--- src/rtl/tx_ctrl_pkg.sv ---
// Shared types and helpers for the transmit shift-register sequencing controller.
package tx_ctrl_pkg;

  typedef enum logic [1:0] {
    IDLE  = 2'd0,
    LOAD  = 2'd1,
    SHIFT = 2'd2,
    DONE  = 2'd3
  } tx_state_t;

  // Counter width for a range of n values, never narrower than one bit.
  function automatic int cnt_width(input int n);
    return (n < 2) ? 1 : $clog2(n);
  endfunction

endpackage

--- src/rtl/bit_period_timer.sv ---
// Tick counter (clocks within a bit) and bit counter (bits within a byte).
// clear wins over enable; both counters wrap to zero after the final slot.
module bit_period_timer
  import tx_ctrl_pkg::*;
#(
  parameter int NUM_BITS   = 8,
  parameter int BIT_PERIOD = 8
) (
  input  logic clk,
  input  logic rst,
  input  logic clear,
  input  logic enable,
  output logic bit_tick,
  output logic final_slot
);

  localparam int TICK_W = cnt_width(BIT_PERIOD);
  localparam int BIT_W  = cnt_width(NUM_BITS);
  localparam logic [TICK_W-1:0] TICK_MAX = TICK_W'(BIT_PERIOD - 1);
  localparam logic [BIT_W-1:0]  BIT_MAX  = BIT_W'(NUM_BITS - 1);

  logic [TICK_W-1:0] tick_cnt;
  logic [BIT_W-1:0]  bit_cnt;

  assign bit_tick   = enable && (tick_cnt == TICK_MAX);
  assign final_slot = bit_tick && (bit_cnt == BIT_MAX);

  always_ff @(posedge clk) begin
    if (rst || clear) begin
      tick_cnt <= '0;
      bit_cnt  <= '0;
    end else if (enable) begin
      if (tick_cnt == TICK_MAX) begin
        tick_cnt <= '0;
        bit_cnt  <= (bit_cnt == BIT_MAX) ? '0 : bit_cnt + 1'b1;
      end else begin
        tick_cnt <= tick_cnt + 1'b1;
      end
    end
  end

endmodule

--- src/rtl/tx_shift_ctrl.sv ---
// Sequences load/shift strobes for the parallel-to-serial transmit shifter,
// with a one-byte holding register so multi-byte frames go out gaplessly.
module tx_shift_ctrl
  import tx_ctrl_pkg::*;
#(
  parameter int NUM_BITS   = 8,
  parameter int BIT_PERIOD = 8
) (
  input  logic                clk,
  input  logic                rst,
  input  logic                byte_valid,
  input  logic [NUM_BITS-1:0] byte_data,
  input  logic                byte_last,
  output logic                byte_ready,
  output logic                load_enable,
  output logic                shift_enable,
  output logic [NUM_BITS-1:0] parallel_out,
  output logic                busy,
  output logic                tx_done,
  output logic                underrun,
  output tx_state_t           dbg_state
);

  // Handshake: a byte transfers on every rising edge where byte_valid && byte_ready.
  // byte_ready is a register (!hold_full), never a function of byte_valid; the
  // producer keeps data/last stable while byte_valid && !byte_ready.

  tx_state_t           state;
  tx_state_t           state_next;
  logic [NUM_BITS-1:0] hold;
  logic                hold_full;
  logic                hold_last;
  logic                cur_last;
  logic                accept;
  logic                bit_tick;
  logic                final_slot;
  logic                timer_enable;

  assign accept       = byte_valid && !hold_full;
  assign byte_ready   = !hold_full;
  assign timer_enable = (state == SHIFT);
  assign busy         = (state != IDLE);
  assign parallel_out = load_enable ? hold : '0;
  assign dbg_state    = state;

  bit_period_timer #(
    .NUM_BITS   (NUM_BITS),
    .BIT_PERIOD (BIT_PERIOD)
  ) u_timer (
    .clk        (clk),
    .rst        (rst),
    .clear      (load_enable),
    .enable     (timer_enable),
    .bit_tick   (bit_tick),
    .final_slot (final_slot)
  );

  always_ff @(posedge clk) begin
    if (rst) begin
      state <= IDLE;
    end else begin
      state <= state_next;
    end
  end

  // IDLE also reacts to a byte being accepted this cycle so the load follows
  // acceptance by exactly one clock.
  always_comb begin
    state_next = state;
    case (state)
      IDLE:    if (hold_full || accept) state_next = LOAD;
      LOAD:    state_next = SHIFT;
      SHIFT: begin
        if (final_slot) begin
          if (cur_last)        state_next = DONE;
          else if (!hold_full) state_next = IDLE;
        end
      end
      DONE:    state_next = IDLE;
      default: state_next = IDLE;
    endcase
  end

  // In the final slot of a non-last byte a buffered byte replaces the last shift.
  always_comb begin
    load_enable  = 1'b0;
    shift_enable = 1'b0;
    tx_done      = 1'b0;
    underrun     = 1'b0;
    case (state)
      LOAD: load_enable = 1'b1;
      SHIFT: begin
        if (bit_tick) begin
          if (final_slot && !cur_last && hold_full) begin
            load_enable = 1'b1;
          end else begin
            shift_enable = 1'b1;
          end
          if (final_slot && !cur_last && !hold_full) begin
            underrun = 1'b1;
          end
        end
      end
      DONE:    tx_done = 1'b1;
      default: ;
    endcase
  end

  // A load can only happen while hold_full is set, so load and accept never coincide.
  always_ff @(posedge clk) begin
    if (rst) begin
      hold      <= '0;
      hold_full <= 1'b0;
      hold_last <= 1'b0;
      cur_last  <= 1'b0;
    end else if (load_enable) begin
      hold_full <= 1'b0;
      cur_last  <= hold_last;
    end else if (accept) begin
      hold      <= byte_data;
      hold_full <= 1'b1;
      hold_last <= byte_last;
    end
  end

endmodule

--- config.mk ---
export PLATFORM = sky130hd
export DESIGN_NAME = tx_shift_ctrl
export DESIGN_NICKNAME = d
export VERILOG_FILES = /design/src/rtl/tx_ctrl_pkg.sv /design/src/rtl/bit_period_timer.sv /design/src/rtl/tx_shift_ctrl.sv
export SDC_FILE = /design/constraint.sdc
export NUM_CORES = 1
export LEC_CHECK = 0
export BUFFER_PORTS_ARGS = -buffer_cell sky130_fd_sc_hd__buf_2
export CORE_UTILIZATION = 45
export CTS_CLUSTER_DIAMETER = 100
export DETAILED_ROUTE_END_ITERATION = 8
export GPL_ROUTABILITY_DRIVEN = 0
export PLACE_DENSITY = 0.77
export SKIP_LAST_GASP = 1
export SYNTH_ARGS = -nofsm -noshare
export SYNTH_HDL_FRONTEND = slang
export SYNTH_SLANG_ARGS = --single-unit
--- constraint.sdc ---
create_clock -name clk -period 2.1 [get_ports clk]
set_clock_uncertainty 0.2 [all_clocks]
set_input_delay 0.42 -clock clk [delete_from_list [all_inputs] [get_ports clk]]
set_output_delay 0.42 -clock clk [all_outputs]
set_load 0.02 [all_outputs]
=== Yosys cells after proc, flatten, opt, wreduce, memory -nomap -nowiden ===
Cells that the tools add are included.

* Mux-type cells: 18
* Equality and inequality tests: 8
* Reductions and logical operators: 16
* Add/subtract/negate cells: 2
* Bitwise gates (word level): 1

{| class="wikitable"
|+ Operators by type and width
! kind !! count
|-
| 2-to-1 mux 1 bit || 9
|-
| 2-to-1 mux 2 bit || 4
|-
| 2-to-1 mux 8 bit || 1
|-
| one-hot mux 2 bit (4 select lines) || 1
|-
| adder 3 x 1 -> 3 bit (second input constant) || 2
|-
| equality test 3 bit (second input constant) || 2
|-
| logical AND 1 bit || 6
|-
| 2-to-1 mux 3 bit || 2
|-
| equality test 2 bit (second input constant) || 2
|-
| != test 2 bit (second input constant) || 2
|-
| AND reduction 2 bit || 2
|-
| != test 3 bit (second input constant) || 1
|-
| AND reduction 3 bit || 1
|-
| equality test 2 x 1 -> 1 bit (second input constant) || 1
|-
| logical NOT 1 bit || 2
|-
| logical NOT 2 bit || 1
|-
| logical OR 1 bit || 2
|-
| one-hot mux 1 bit (2 select lines) || 1
|-
| nonzero test 2 bit || 1
|-
| OR reduction 2 bit || 1
|-
| inverter 1 bit || 1
|}

* Word-level logic and storage cells: 52
* Register bits after elaboration: 19
* Output and inout bits: 16

=== Longest topological paths before layout ===
Gate-level depths: netlist (run 1).

* Depth after elaboration: 10
* Mapped depth: 7

=== Modules after synthesis ===
From an unflattened synthesis (run 1), not the netlist that was laid out.

* Cell total of the unflattened synthesis: 109
* Area total of the unflattened synthesis: 1037.2 um2

{| class="wikitable"
|+ Modules (own cells, without submodules)
! module !! sequential area each (um2) !! area an instance (um2) !! instances !! cells each
|-
| tx_shift_ctrl || 260.2 || 704.4 || 1 || 77
|-
| bit_period_timer || 120.1 || 332.8 || 1 || 32
|}

=== Least setup slack after synthesis (run 1) ===
OpenSTA, ideal clock, no wires.

* Path kind: flip-flop to output port
* Start: reg state[0] (netlist: dbg_state[0])
* End: out parallel_out[0]
* Cell stages (with the launch flop): 6
* Required time: 1.480 ns
* Setup slack: -0.287 ns
* Arrival time: 1.767 ns
* Cell sequence: dfxtp_1 -> inv_1 -> ha_1 -> inv_1 -> nor2_1 -> and2_1

* Longest elaborated chain between the ends: 9
* Elaborated cells between the ends (all ways): 10
* Those cells by class: eq/ne (2); mux (4); reduce/logical (4)

{| class="wikitable"
|+ RTL lines
! element !! RTL line !! text
|-
| start, declared || tx_shift_ctrl.sv:28 || <nowiki>tx_state_t state;</nowiki>
|-
| start signal, assigned || tx_shift_ctrl.sv:62 || <nowiki>state <= state_next;</nowiki>
|-
| equality test 2 bit || tx_shift_ctrl.sv:41, tx_shift_ctrl.sv:90 ||
|-
| logical AND 1 bit || bit_period_timer.sv:25 || <nowiki>assign bit_tick = enable && (tick_cnt == TICK_MAX);</nowiki>
|-
| logical AND 1 bit || bit_period_timer.sv:26 || <nowiki>assign final_slot = bit_tick && (bit_cnt == BIT_MAX);</nowiki>
|-
| logical AND 1 bit (2 in series) || tx_shift_ctrl.sv:94 || <nowiki>if (final_slot && !cur_last && hold_full) begin</nowiki>
|-
| 2-to-1 mux 1 bit || tx_shift_ctrl.sv:94 ||
|-
| 2-to-1 mux 1 bit || tx_shift_ctrl.sv:93 || <nowiki>if (bit_tick) begin</nowiki>
|-
| one-hot mux 1 bit (2 select lines) (*) || tx_shift_ctrl.sv:90 || <nowiki>case (state)</nowiki>
|-
| named net load_enable || tx_shift_ctrl.sv:15 || <nowiki>output logic load_enable,</nowiki>
|-
| 2-to-1 mux 8 bit (*) || tx_shift_ctrl.sv:43 || <nowiki>assign parallel_out = load_enable ? hold : '0;</nowiki>
|-
| end, declared || tx_shift_ctrl.sv:17 || <nowiki>output logic [NUM_BITS-1:0] parallel_out,</nowiki>
|}

The timed path passes the listed nets; every way through them passes the cells marked *.

=== Worst setup path after layout (run 1) ===
* Start: reg u_timer.bit_cnt[1]
* End: out parallel_out[6]

* Longest elaborated chain between the ends: 8

{| class="wikitable"
|+ RTL lines
! element !! RTL line !! text
|-
| start, declared || bit_period_timer.sv:23 || <nowiki>logic [BIT_W-1:0] bit_cnt;</nowiki>
|-
| start signal, assigned || bit_period_timer.sv:35 || <nowiki>bit_cnt <= (bit_cnt == BIT_MAX) ? '0 : bit_cnt + 1'b1;</nowiki>
|-
| equality test 3 bit || bit_period_timer.sv:26 ||
|-
| logical AND 1 bit || bit_period_timer.sv:26 ||
|-
| logical AND 1 bit (2 in series) || tx_shift_ctrl.sv:94 ||
|-
| 2-to-1 mux 1 bit || tx_shift_ctrl.sv:94 ||
|-
| 2-to-1 mux 1 bit || tx_shift_ctrl.sv:93 ||
|-
| one-hot mux 1 bit (2 select lines) || tx_shift_ctrl.sv:90 ||
|-
| 2-to-1 mux 8 bit || tx_shift_ctrl.sv:43 ||
|}

Every way passes these cells.

==> Implementation_results.wiki, run 1 <==
{| class="wikitable"
! Metric !! Value
|-
| Result of the run || finished, violations left
|-
| Violated checks || setup timing
|-
| Final #Nets || 166
|-
| Number of warnings printed during yosys synthesis || 0
|-
| CP Data Required Time || 1.48 ns
|-
| Highest clock frequency the design can meet || about 420 MHz
|-
| Yosys cell types || 26
|-
| Cell count after placement || 164
|-
| Largest net degree at the start of global routing || 15
|-
| Count of vias placed by the detailed router || between 800 and 900
|-
| Cell internal power dissipation || approximately 0.70 mW
|-
| Number of endpoints failing setup at the final stage || 11
|-
| First-pass DRT Iterations || 3
|-
| Most used DFF post-synth || sky130_fd_sc_hd__dfxtp_1
|-
| Post-synth top cells || 19 x sky130_fd_sc_hd__dfxtp_1, 17 x sky130_fd_sc_hd__nor2_1, 11 x sky130_fd_sc_hd__mux2i_1
|-
| ANT cells || 0
|-
| Area grow syn2layout || 44.5%
|-
| Reported leakage power || around 0.64 nW
|-
| Die height || roughly 48 um
|-
| Setup repair after global routing missed its margin || true
|-
| Switch share || 39.5%
|-
| Cell area after technology mapping || around 950 sq um
|-
| Critical path origin || u_timer.bit_cnt[1]
|-
| Synthesized instance count || between 100 and 150
|-
| Reported max-cap violation count || 0
|-
| Width of the die || approximately 48 um
|-
| Cell type contributing the most total cell area after synthesis || sky130_fd_sc_hd__dfxtp_1
|-
| Number of enable flip-flop cells after synthesis || 0
|-
| Number of placement rows || 16
|-
| Slew Viols, Final || 0
|-
| Max Fanout on Critical Path || 5
|-
| Iter 0 DRT Violations || 3
|-
| Met2 Usage GRT || around 38%
|-
| Ratio of cells with drive above 1 in the final layout || roughly 42%
|-
| Worst Setup Start Kind || flip-flop
|-
| Vias in the first global route || 792
|-
| Grt total ovfl || 0
|-
| Met1 usage in global routing || between 20 and 30%
|-
| Share of synthesized registers carrying an async set or reset || 0%
|-
| Clock tree root driver cell || sky130_fd_sc_hd__clkbuf_4
|-
| IO Pins || 28
|-
| Relative slew slack || a little under three quarters
|-
| Remaining routing DRC violations || 0
|-
| Share of power burned in the clock network || approximately 16%
|-
| Measured slew at the worst slew-check pin || ~0.42 ns
|-
| Number of clock sinks seen by CTS || 19
|-
| Via density per instance || between 5 and 6
|-
| Total wire length || 2.11 mm
|-
| Final standard cell area without fillers || between 1000 and 1500 sq um
|-
| Class of the most critical setup path || flip-flop to output pin
|-
| Total of flip-flops plus latches after synthesis || 19
|-
| Power per standard cell area || 843 nW/um^2
|-
| Final Hold Violating Endpoints || 0
|-
| H-Tree Depth || 1
|-
| Most utilized layer in the global route result || met2
|-
| Period utilisation layout || 113%
|-
| Antenna viol nets, final || 0
|-
| Fraction of the yosys area taken by sequential cells || around two fifths
|-
| Placed inst area || approximately 1200 sq um
|-
| Initial antenna violation count || 0
|-
| Combinational power share || between 40% and 50%
|-
| Post-synth net total || 128
|-
| Net switching power of the design || 0.456 mW
|-
| Num CTS Buffers || 3
|-
| Startpoint of the most critical register-to-register path || u_timer.bit_cnt[1]
|-
| Synthesized area per cell || 8.86 sq um
|-
| Sort of element at the end of the critical path || output pin
|-
| Final Critical Period || 2.36 ns
|-
| Worst IR drop on VDD || ~0.81 mV
|-
| Detailed placer's ending HPWL || ~1.5 mm
|-
| Share of Yosys cell area claimed by the top area cell type || between 40% and 50%
|-
| Global-route wire length before repair || around 3.4 mm
|-
| Floorplan core area || between 1500 and 2000 sq um
|-
| Clock tree from TritonCTS || yes
|-
| Non-Filler Instances || between 150 and 200
|-
| Met3 Track Usage GR || 2.26%
|-
| Total routing usage reported by global routing || 21.5%
|-
| Initial core utilization || 48.3%
|-
| # port buffers || 27
|-
| Class of the worst hold path || input port to flip-flop
|-
| Routed wire length per instance || ~12 um
|-
| Startpoint of the worst hold path || byte_last
|-
| Die area || about 2300 sq um
|-
| Part of the total power dissipated in sequential elements || 39.2%
|-
| Number of fill cells || 180
|-
| Post-route setup slack || -0.265 ns
|-
| Main area contributors after synthesis || sky130_fd_sc_hd__dfxtp_1 40%, sky130_fd_sc_hd__ha_1 12%, sky130_fd_sc_hd__mux2i_1 12%
|-
| Worst-Skew Late Latency || around 0.3 ns
|-
| Clock input transition at the sequential cells of the worst setup and hold paths || between 0.1 and 0.15 ns
|-
| Clock Path Buffers || 2
|-
| Endpoint arrival time on the critical path || about 1.7 ns
|-
| Most frequent cell after synthesis || sky130_fd_sc_hd__dfxtp_1
|}
-- final cells by class --
cell class                 instances  area, sq um  share of cell area [%]
inverter                           6         22.5                    1.64
clock buffer                       4         26.3                    1.92
sequential                        19          387                    28.2
timing repair buffer              36          275                    20.1
tap                               27         33.8                    2.47
multi-input combinational         79          626                    45.7
-- sequential cells by signal, summed over array words and instances (netlist names) --
signal and count:
dbg_state 2, u_timer.tick_cnt 3, u_timer.bit_cnt 3, cur_last 1, hold 8, hold_full 1, hold_last 1
-- through the flow --
stage / utilization, % / total power [mW] / setup WS, ns / TNS [ns] / hold slack [ns]
2_1_floorplan: - / 0.778 / 0.0303 / 0 / 0.241
3_3_place_gp: 59.8 / 0.882 / -0.00856 / -0.00856 / 0.261
3_5_place_dp: 59.8 / 0.900 / -0.0580 / -0.218 / 0.256
4_1_cts: 68.9 / 1.16 / -0.298 / -3.09 / 0.148
5_1_grt: 69.8 / 1.24 / -0.335 / -3.45 / 0.152
6_report: 69.8 / 1.16 / -0.265 / -2.73 / 0.152
-- worst paths after layout --
| check | end | slack [ns] | depth (start not counted) |
|---|---|---|---|
| worst max-delay path | parallel_out[6] | -0.26 | 7 |
| worst min-delay path | hold_last | 0.15 | 3 |
| worst max register to register | u_timer.bit_cnt[1] | 0.20 | 8 |
| worst min register to register | cur_last | 0.30 | 2 |
-- worst max-delay path: stages (launching register included) --
cell and delay (ns):
sky130_fd_sc_hd__dfxtp_2 0.35, sky130_fd_sc_hd__ha_4 0.16, sky130_fd_sc_hd__ha_4 0.15, sky130_fd_sc_hd__and2b_2 0.21, sky130_fd_sc_hd__a41oi_4 0.21, sky130_fd_sc_hd__nor2_4 0.09, sky130_fd_sc_hd__and2_4 0.15, sky130_fd_sc_hd__buf_6 0.12
-- power by group through the flow --
| stage | clock network [mW] | registers, mW | logic, mW |
|---|---|---|---|
| floorplan | 0 | 0.462 | 0.316 |
| global placement | 0 | 0.451 | 0.431 |
| detailed placement | 0 | 0.455 | 0.445 |
| CTS | 0.193 | 0.451 | 0.514 |
| global route | 0.211 | 0.462 | 0.565 |
| finish | 0.187 | 0.452 | 0.516 |
-- cell families (layout without fill, tap and decap cells) --
group | Yosys count | count (layout) | share of synthesized area, %
buffers and inverters | 10 | 46 | 4.62
and+or+nand+nor | 42 | 43 | 22.3
adders and majority gates | 9 | 9 | 11.9
DFF | 19 | 19 | 40.1
muxes | 11 | 11 | 11.6
AOI/OAI and AO/OA | 16 | 16 | 9.50
-- metal layers --
layer / share of wire [%] / vias to the layer above
met4: 2.6 / 0
li1: - / 443
met3: 3.5 / 6
met5: 0 / -
met1: 43 / 388
met2: 51 / 23
-- placed cells by master, fill, tap and decap left out, types with 2 or more instances in the layout --
cell	count
sky130_fd_sc_hd__clkbuf_4	3
sky130_fd_sc_hd__ha_4	3
sky130_fd_sc_hd__dfxtp_1	14
sky130_fd_sc_hd__nor2_1	16
sky130_fd_sc_hd__buf_2	16
sky130_fd_sc_hd__nor3_1	3
sky130_fd_sc_hd__and2_1	3
sky130_fd_sc_hd__nand3_1	2
sky130_fd_sc_hd__nand2_1	3
sky130_fd_sc_hd__buf_4	8
sky130_fd_sc_hd__ha_1	5
sky130_fd_sc_hd__a31oi_1	2
sky130_fd_sc_hd__inv_1	5
sky130_fd_sc_hd__dfxtp_2	5
sky130_fd_sc_hd__o21ai_0	2
sky130_fd_sc_hd__and2_4	5
sky130_fd_sc_hd__mux2i_1	11
sky130_fd_sc_hd__buf_6	12
sky130_fd_sc_hd__a21oi_1	8
-- repair_timing --
| action | in CTS | in global routing |
|---|---|---|
| resized for setup | 40 | 4 |
| setup endpoints to repair | 11 | 11 |
| hold endpoints to repair | 0 | 0 |
| cloned | 1 | 0 |
| setup buffers | 2 | 1 |
| pin swaps | 12 | 2 |
| hold buffers | 0 | 0 |
Power figures use the tool's default switching activity.
==> inputs of run 2 (changes only) <==
CORE_UTILIZATION = 28   (was 45)
HOLD_SLACK_MARGIN = 0.03   (was default)
PLACE_DENSITY = default   (was 0.77)
PLACE_DENSITY_LB_ADDON = 0.05   (was default)
==> run 2 against run 1 <==
Final area increased by 5.9%. Global-route usage decreased by 7.1 points. Total power increased by 5.3%. Critical path depth unchanged. Sequential share of layout area decreased by 1.5 points. Via count increased by 0.58%. Critical endpoint is now parallel_out[3]. Combinational power increased by 8.5%. Clock-buffer cell count decreased by 1. Highest routed layer unchanged. Sequential power about the same. Hold slack got worse by 0.023 ns. Non-clock buffer count increased by 5. The run still ends with setup timing left. Largest cell class unchanged.
==> Implementation_results.wiki, run 2 (synthesis gave the netlist of run 1 again) <==
{| class="wikitable"
! Metric !! Value
|-
| Leading registers by flop count || hold x8, u_timer.bit_cnt x3, u_timer.tick_cnt x3
|-
| Relative slew slack || 78.2% (+6.5 points)
|-
| Max reg flops || 8 (unchanged)
|-
| Initial core utilization || 30.3% (-18 points)
|-
| Top reg by flops || hold
|-
| Final Critical Period || 2.40 ns (+0.0305 ns)
|-
| Via density per instance || 4.48 (-11%)
|-
| Reported max-cap violation count || 0 (unchanged)
|-
| Vias in the first global route || 890 (+12%)
|-
| Count of vias placed by the detailed router || 865 (+0.58%)
|-
| Number of cells traversed by the worst register-to-register path || 9 (+1)
|-
| Class of the most critical setup path || flip-flop to output pin
|-
| Reported leakage power || 0.653 nW (+2.0%)
|-
| Remaining routing DRC violations || 0 (unchanged)
|-
| Number of clock sinks seen by CTS || 19 (unchanged)
|-
| Die height || 60.2 um (+26%)
|-
| Result of the run || finished, violations left
|-
| Worst reg2reg path endpoint || u_timer.bit_cnt[0]
|-
| Top library cells by usage in the layout, fill and taps aside || 16 x sky130_fd_sc_hd__nor2_1, 16 x sky130_fd_sc_hd__buf_2, 13 x sky130_fd_sc_hd__dfxtp_1, 13 x sky130_fd_sc_hd__buf_4, 12 x sky130_fd_sc_hd__buf_6
|-
| Period utilisation layout || 114% (+1.5 points)
|-
| Global-route wire length before repair || 3.82 mm (+14%)
|-
| Startpoint of the most critical register-to-register path || u_timer.bit_cnt[0]
|-
| Iter 0 DRT Violations || 22 (+19)
|-
| Class of the worst hold path || input port to flip-flop
|-
| Setup repair after global routing missed its margin || true
|-
| First-pass DRT Iterations || 3 (unchanged)
|-
| Sequential standard cell area || 388 sq um (+0.32%)
|-
| Width of the die || 60.2 um (+26%)
|-
| # port buffers || 27 (unchanged)
|-
| Highest clock frequency the design can meet || 417 MHz (-1.3%)
|-
| Combinational power share || 46.1% (+1.5 points)
|-
| Number of placement rows || 20 (+4)
|-
| Part of the total power dissipated in sequential elements || 37.1% (-2.1 points)
|-
| Detailed placer's ending HPWL || 1.57 mm (+6.4%)
|-
| Number of endpoints failing setup at the final stage || 11 (unchanged)
|-
| Number of fill cells || 318 (+77%)
|-
| Post-route setup slack || -0.295 ns (-0.0305 ns)
|-
| Max Fanout on Critical Path || 5 (unchanged)
|-
| Ratio of cells with drive above 1 in the final layout || 48.3% (+6.0 points)
|-
| Clock tree from TritonCTS || yes
|-
| Capturing instance or port of the critical path || parallel_out[3]
|-
| Initial antenna violation count || 0 (unchanged)
|-
| IO Pins || 28 (unchanged)
|-
| CP Data Required Time || 1.48 ns (about the same)
|-
| Area grow syn2layout || 53.0%
|-
| Floorplan core area || 3130 sq um (+59%)
|-
| Net switching power of the design || 0.489 mW (+7.2%)
|-
| Worst IR drop on VDD || 0.470 mV (-42%)
|-
| Clock input transition at the sequential cells of the worst setup and hold paths || 0.13 ns (+0.02 ns)
|-
| Clock Path Buffers || 2 (unchanged)
|-
| Slew Viols, Final || 0 (unchanged)
|-
| Cell internal power dissipation || 0.727 mW (+4.0%)
|-
| Internal reg-to-reg setup slack || 0.23 ns (+0.03 ns)
|-
| Power per standard cell area || 838 nW/um^2 (-0.65%)
|-
| Critical path origin || u_timer.bit_cnt[0]
|-
| Clock tree root driver cell || sky130_fd_sc_hd__clkbuf_4
|-
| H-Tree Depth || 1 (unchanged)
|-
| Worst-Skew Late Latency || 0.31 ns (about the same)
|-
| Worst Setup Start Kind || flip-flop
|-
| Switch share || 40.2% (+0.74 points)
|-
| Total routing usage reported by global routing || 14.5% (-7.1 points)
|-
| Largest net degree at the start of global routing || 15 (unchanged)
|-
| Share of power burned in the clock network || 16.8% (+0.6 points)
|-
| Antenna viol nets, final || 0 (unchanged)
|-
| Die area || 3620 sq um (+58%)
|-
| Hold-fix buffers at CTS || 0 (unchanged)
|-
| Measured slew at the worst slew-check pin || 0.324 ns (-0.0979 ns)
|-
| Endpoint arrival time on the critical path || 1.78 ns (+0.04 ns)
|-
| ANT cells || 0 (unchanged)
|-
| Area of the multi-input gates || 643 sq um (+2.8%)
|-
| Final Hold Violating Endpoints || 0 (unchanged)
|-
| Sort of element at the end of the critical path || output pin
|-
| Final #Nets || 171 (+3.0%)
|-
| Num CTS Buffers || 3 (unchanged)
|-
| Grt total ovfl || 0 (unchanged)
|-
| Total wire length || 2.27 mm (+7.4%)
|-
| Final core utilization || 46.4% (-23 points)
|-
| Setup slack after placement || -0.0435 ns (+0.0145 ns)
|-
| Violated checks || setup timing
|-
| Routed wire length per instance || 11.8 um (-4.9%)
|}
## run 2: area by class of cell
| class | count | area share (%) |
|---|---|---|
| multi-input cells | 79 | 44.3 |
| flip-flops and latches | 19 | 26.7 |
| clock inverters | 1 | 0.517 |
| clock buffers | 3 | 1.55 |
| repair buffers | 41 | 21.6 |
| well taps | 44 | 3.79 |
| inverters | 6 | 1.55 |
## run 2: power by group through the flow
stage | Sequential, mW | Combinational, mW | Clock [mW]
2_1_floorplan | 0.462 | 0.316 | 0
3_3_place_gp | 0.454 | 0.469 | 0
3_5_place_dp | 0.455 | 0.472 | 0
4_1_cts | 0.453 | 0.559 | 0.215
5_1_grt | 0.459 | 0.623 | 0.230
6_report | 0.451 | 0.560 | 0.204
## run 2: worst max-delay path, cell delays in order, from the launching register on
cell and delay (ns):
sky130_fd_sc_hd__dfxtp_2 0.36, sky130_fd_sc_hd__ha_4 0.16, sky130_fd_sc_hd__ha_4 0.15, sky130_fd_sc_hd__and2b_2 0.22, sky130_fd_sc_hd__a41oi_4 0.23, sky130_fd_sc_hd__nor2_4 0.09
sky130_fd_sc_hd__and2_4 0.15, sky130_fd_sc_hd__buf_6 0.12
## run 2: repair_timing
| item | 4_1_cts | 5_1_grt |
|---|---|---|
| setup buffers | 3 | 2 |
| resized for setup | 44 | 6 |
| endpoints found under the setup margin | 11 | 11 |
| pin swaps | 11 | 3 |
| cloned | 1 | 0 |
| endpoints found under the hold margin | 0 | 0 |
## run 2: how the worst min path moves through the flow
stage,cells after the start,to,start
6_report,3,hold[5],byte_data[5]
5_1_grt,3,hold[7],byte_data[7]
4_1_cts,3,hold[5],byte_data[5]
3_5_place_dp,2,u_timer.bit_cnt[2],u_timer.bit_cnt[2]
3_3_place_gp,2,u_timer.bit_cnt[2],u_timer.bit_cnt[2]
2_1_floorplan,2,u_timer.bit_cnt[2],u_timer.bit_cnt[2]
## run 2: metal layers
metal	up-vias	track usage, %	wire length, um
li1	454	-	-
met1	388	17.3	1070
met2	21	24.6	1080
met3	2	4.55	104
met4	0	3.99	19
met5	-	0	0
## run 2: per-stage QoR
step | instance area, sq um | TNS, ns | cells | hold WS [ns] | power (mW)
after global placement | 1220 | -0.0375 | 184 | 0.258 | 0.923
after global routing | 1450 | -3.78 | 193 | 0.129 | 1.31
final | 1450 | -3.03 | 193 | 0.129 | 1.22
after detailed placement | 1220 | -0.0916 | 184 | 0.265 | 0.928
after CTS | 1430 | -3.49 | 192 | 0.119 | 1.23
after floorplan | 972 | 0 | 107 | 0.241 | 0.778
==> inputs of run 3 (changes only) <==
CTS_BUF_LIST = sky130_fd_sc_hd__clkbuf_16   (was default)
==> run 3 against run 2 <==
The run still ends with setup timing left. Highest routed layer unchanged. Global-route usage is 0.18 points higher. First-iteration DRC count shrank 68%. Largest cell class unchanged. Final area grew 3.5%. Die area stayed put. Via count shrank 0.35%. Register-to-register slack gained 0.03 ns. Combinational power shrank 1%. Maximum frequency up 3.2%. Critical endpoint is now parallel_out[4].
==> Implementation_results.wiki, run 3 (synthesis gave the netlist of run 1 again) <==
{| class="wikitable"
! Metric !! Value
|-
| Slew Viols, Final || 0 (unchanged)
|-
| Final Critical Period || 2.32 ns (-0.0754 ns)
|-
| Total routing usage reported by global routing || 14.7% (+0.18 points)
|-
| Worst IR drop on VDD || 0.680 mV (+45%)
|-
| Critical path origin || u_timer.bit_cnt[0]
|-
| Count of vias placed by the detailed router || 862 (-0.35%)
|-
| Leading registers by flop count || hold x8, u_timer.bit_cnt x3, u_timer.tick_cnt x3
|-
| Ratio of cells with drive above 1 in the final layout || 47.7% (-0.67 points)
|-
| Result of the run || finished, violations left
|-
| ANT cells || 0 (unchanged)
|-
| Worst Setup Start Kind || flip-flop
|-
| Critical path's largest stage delay || 0.33 ns (-0.03 ns)
|-
| Final Hold Violating Endpoints || 0 (unchanged)
|-
| Highest clock frequency the design can meet || 431 MHz (+3.2%)
|-
| Setup repair after global routing missed its margin || true
|-
| Number of fill cells || 313 (-1.6%)
|-
| Via density per instance || 4.47 (-0.35%)
|-
| Final #Nets || 171 (unchanged)
|-
| Largest net degree at the start of global routing || 15 (unchanged)
|-
| Top reg by flops || hold
|-
| Combinational power share || 39.3% (-6.8 points)
|-
| Startpoint of the worst hold path || byte_data[3]
|-
| Post-route setup slack || -0.220 ns (+0.0754 ns)
|-
| Crit path buffers/inverters || 1 (unchanged)
|-
| Global-route wire length before repair || 3.87 mm (+1.3%)
|-
| Max reg flops || 8 (unchanged)
|-
| Top library cells by usage in the layout, fill and taps aside || 16 x sky130_fd_sc_hd__nor2_1, 16 x sky130_fd_sc_hd__buf_2, 14 x sky130_fd_sc_hd__dfxtp_1
|-
| Clock input transition at the sequential cells of the worst setup and hold paths || 0.06 ns (-0.07 ns)
|-
| Clock tree from TritonCTS || yes
|-
| Die height || 60.2 um (unchanged)
|-
| Clock Path Buffers || 2 (unchanged)
|-
| Antenna viol nets, final || 0 (unchanged)
|-
| Class of the most critical setup path || flip-flop to output pin
|-
| Most used cell, CP || sky130_fd_sc_hd__ha_4
|-
| IO Pins || 28 (unchanged)
|-
| Number of placement rows || 20 (unchanged)
|-
| Slowest library cell on the worst path || sky130_fd_sc_hd__dfxtp_2
|-
| Initial core utilization || 30.3% (unchanged)
|-
| Class of the worst hold path || input port to flip-flop
|-
| Grt total ovfl || 0 (unchanged)
|-
| Floorplan core area || 3130 sq um (unchanged)
|-
| Relative slew slack || 78.2% (about the same)
|-
| Vias in the first global route || 892 (+0.22%)
|-
| First-pass DRT Iterations || 3 (unchanged)
|-
| Cell count after placement || 184 (unchanged)
|-
| Routed wire length per instance || 12.1 um (+2.5%)
|-
| Area grow syn2layout || 58.4%
|-
| Number of clock sinks seen by CTS || 19 (unchanged)
|-
| Total wire length || 2.33 mm (+2.5%)
|-
| Remaining routing DRC violations || 0 (unchanged)
|-
| Period utilisation layout || 110% (-3.6 points)
|-
| Num CTS Buffers || 3 (unchanged)
|-
| Endpoint arrival time on the critical path || 1.70 ns (-0.08 ns)
|-
| Number of endpoints failing setup at the final stage || 11 (unchanged)
|-
| Reported leakage power || 0.676 nW (+3.5%)
|-
| Switch share || 35.5% (-4.7 points)
|-
| Violated checks || setup timing
|-
| Cell chain of the critical path || ha_4 > ha_4 > and2b_2 > a41oi_4 > nor2_4 > and2_4 > buf_6
|-
| Worst-Skew Late Latency || 0.25 ns (-0.06 ns)
|-
| Non-Filler Instances || 193 (unchanged)
|-
| Share of power burned in the clock network || 28.5% (+12 points)
|-
| Power per standard cell area || 935 nW/um^2 (+12%)
|-
| Final core utilization || 48.0% (+1.6 points)
|-
| Die area || 3620 sq um (unchanged)
|-
| Width of the die || 60.2 um (unchanged)
|-
| Hold-fix buffers at CTS || 0 (unchanged)
|-
| Net switching power of the design || 0.499 mW (+2.0%)
|-
| Reported max-cap violation count || 0 (unchanged)
|-
| H-Tree Depth || 1 (unchanged)
|-
| Iter 0 DRT Violations || 7 (-68%)
|-
| CP Data Required Time || 1.48 ns (about the same)
|-
| Cell family with the largest share of critical-path delay || simple AND/OR/NAND/NOR gates
|-
| Measured slew at the worst slew-check pin || 0.324 ns (-0.000124 ns)
|-
| Cell internal power dissipation || 0.907 mW (+25%)
|-
| Max Fanout on Critical Path || 4 (-1)
|-
| # port buffers || 27 (unchanged)
|-
| Startpoint of the most critical register-to-register path || dbg_state[1]
|-
| Clock tree root driver cell || sky130_fd_sc_hd__clkbuf_16
|-
| Detailed placer's ending HPWL || 1.57 mm (unchanged)
|-
| Initial antenna violation count || 0 (unchanged)
|-
| Part of the total power dissipated in sequential elements || 32.2% (-4.9 points)
|-
| Sort of element at the end of the critical path || output pin
|}
run 3: cell counts in the layout (fill, tap and decap cells not counted):
No cell type changed its count.
run 3: layout make-up:
| cell class | count | area (sq um) | share of cell area (%) |
|---|---|---|---|
| Clock buffer | 3 | 75.1 | 5.00 |
| Clock inverter | 1 | 7.51 | 0.500 |
| Inverter | 6 | 22.5 | 1.50 |
| Multi-Input combinational cell | 79 | 643 | 42.8 |
| Sequential cell | 19 | 387 | 25.7 |
| Tap cell | 44 | 55.1 | 3.66 |
| Timing Repair Buffer | 41 | 313 | 20.8 |
run 3: tightest hold or removal path, cell delays in order:
cell,delay [ns]
sky130_fd_sc_hd__buf_2,0.08
sky130_fd_sc_hd__mux2i_1,0.05
sky130_fd_sc_hd__nor2_1,0.07
run 3: timing repair:
item,in CTS,in global routing
buffers inserted,3,2
pin swaps,11,4
endpoints found under the setup margin,11,11
cloned,1,0
resized for setup,45,4
run 3: metrics by stage:
stage	area (sq um)	TNS, ns	setup WS, ns	hold slack (ns)	power [mW]
5_1_grt	1500	-2.76	-0.275	0.214	1.51
4_1_cts	1480	-2.57	-0.273	0.196	1.43
6_report	1500	-2.16	-0.220	0.198	1.41
3_5_place_dp	1220	-0.0916	-0.0435	0.265	0.928
2_1_floorplan	972	0	0.0303	0.241	0.778
3_3_place_gp	1220	-0.0375	-0.0298	0.258	0.923
run 3: worst paths after layout:
| path | cells past startpoint | slack (ns) | end |
|---|---|---|---|
| worst max-delay path | 7 | -0.22 | parallel_out[4] |
| worst min-delay path | 3 | 0.20 | hold[3] |
| worst max register to register | 8 | 0.26 | hold[6] |
| worst min register to register | 2 | 0.29 | cur_last |
run 3: layer usage:
metal | global-route usage (%) | part of all wire, % | vias up
li1 | - | - | 451
met1 | 17.6 | 45 | 387
met2 | 25.0 | 49 | 22
met3 | 5.19 | 4.8 | 2
met4 | 2.99 | 0.73 | 0
met5 | 0 | 0 | -
run 3: power by group through the flow:
stage          Sequential, mW  Clock (mW)  Combinational, mW
5_1_grt                 0.462       0.436              0.616
6_report                0.453       0.400              0.552
3_5_place_dp            0.455           0              0.472
2_1_floorplan           0.462           0              0.316
3_3_place_gp            0.454           0              0.469
4_1_cts                 0.454       0.417              0.559
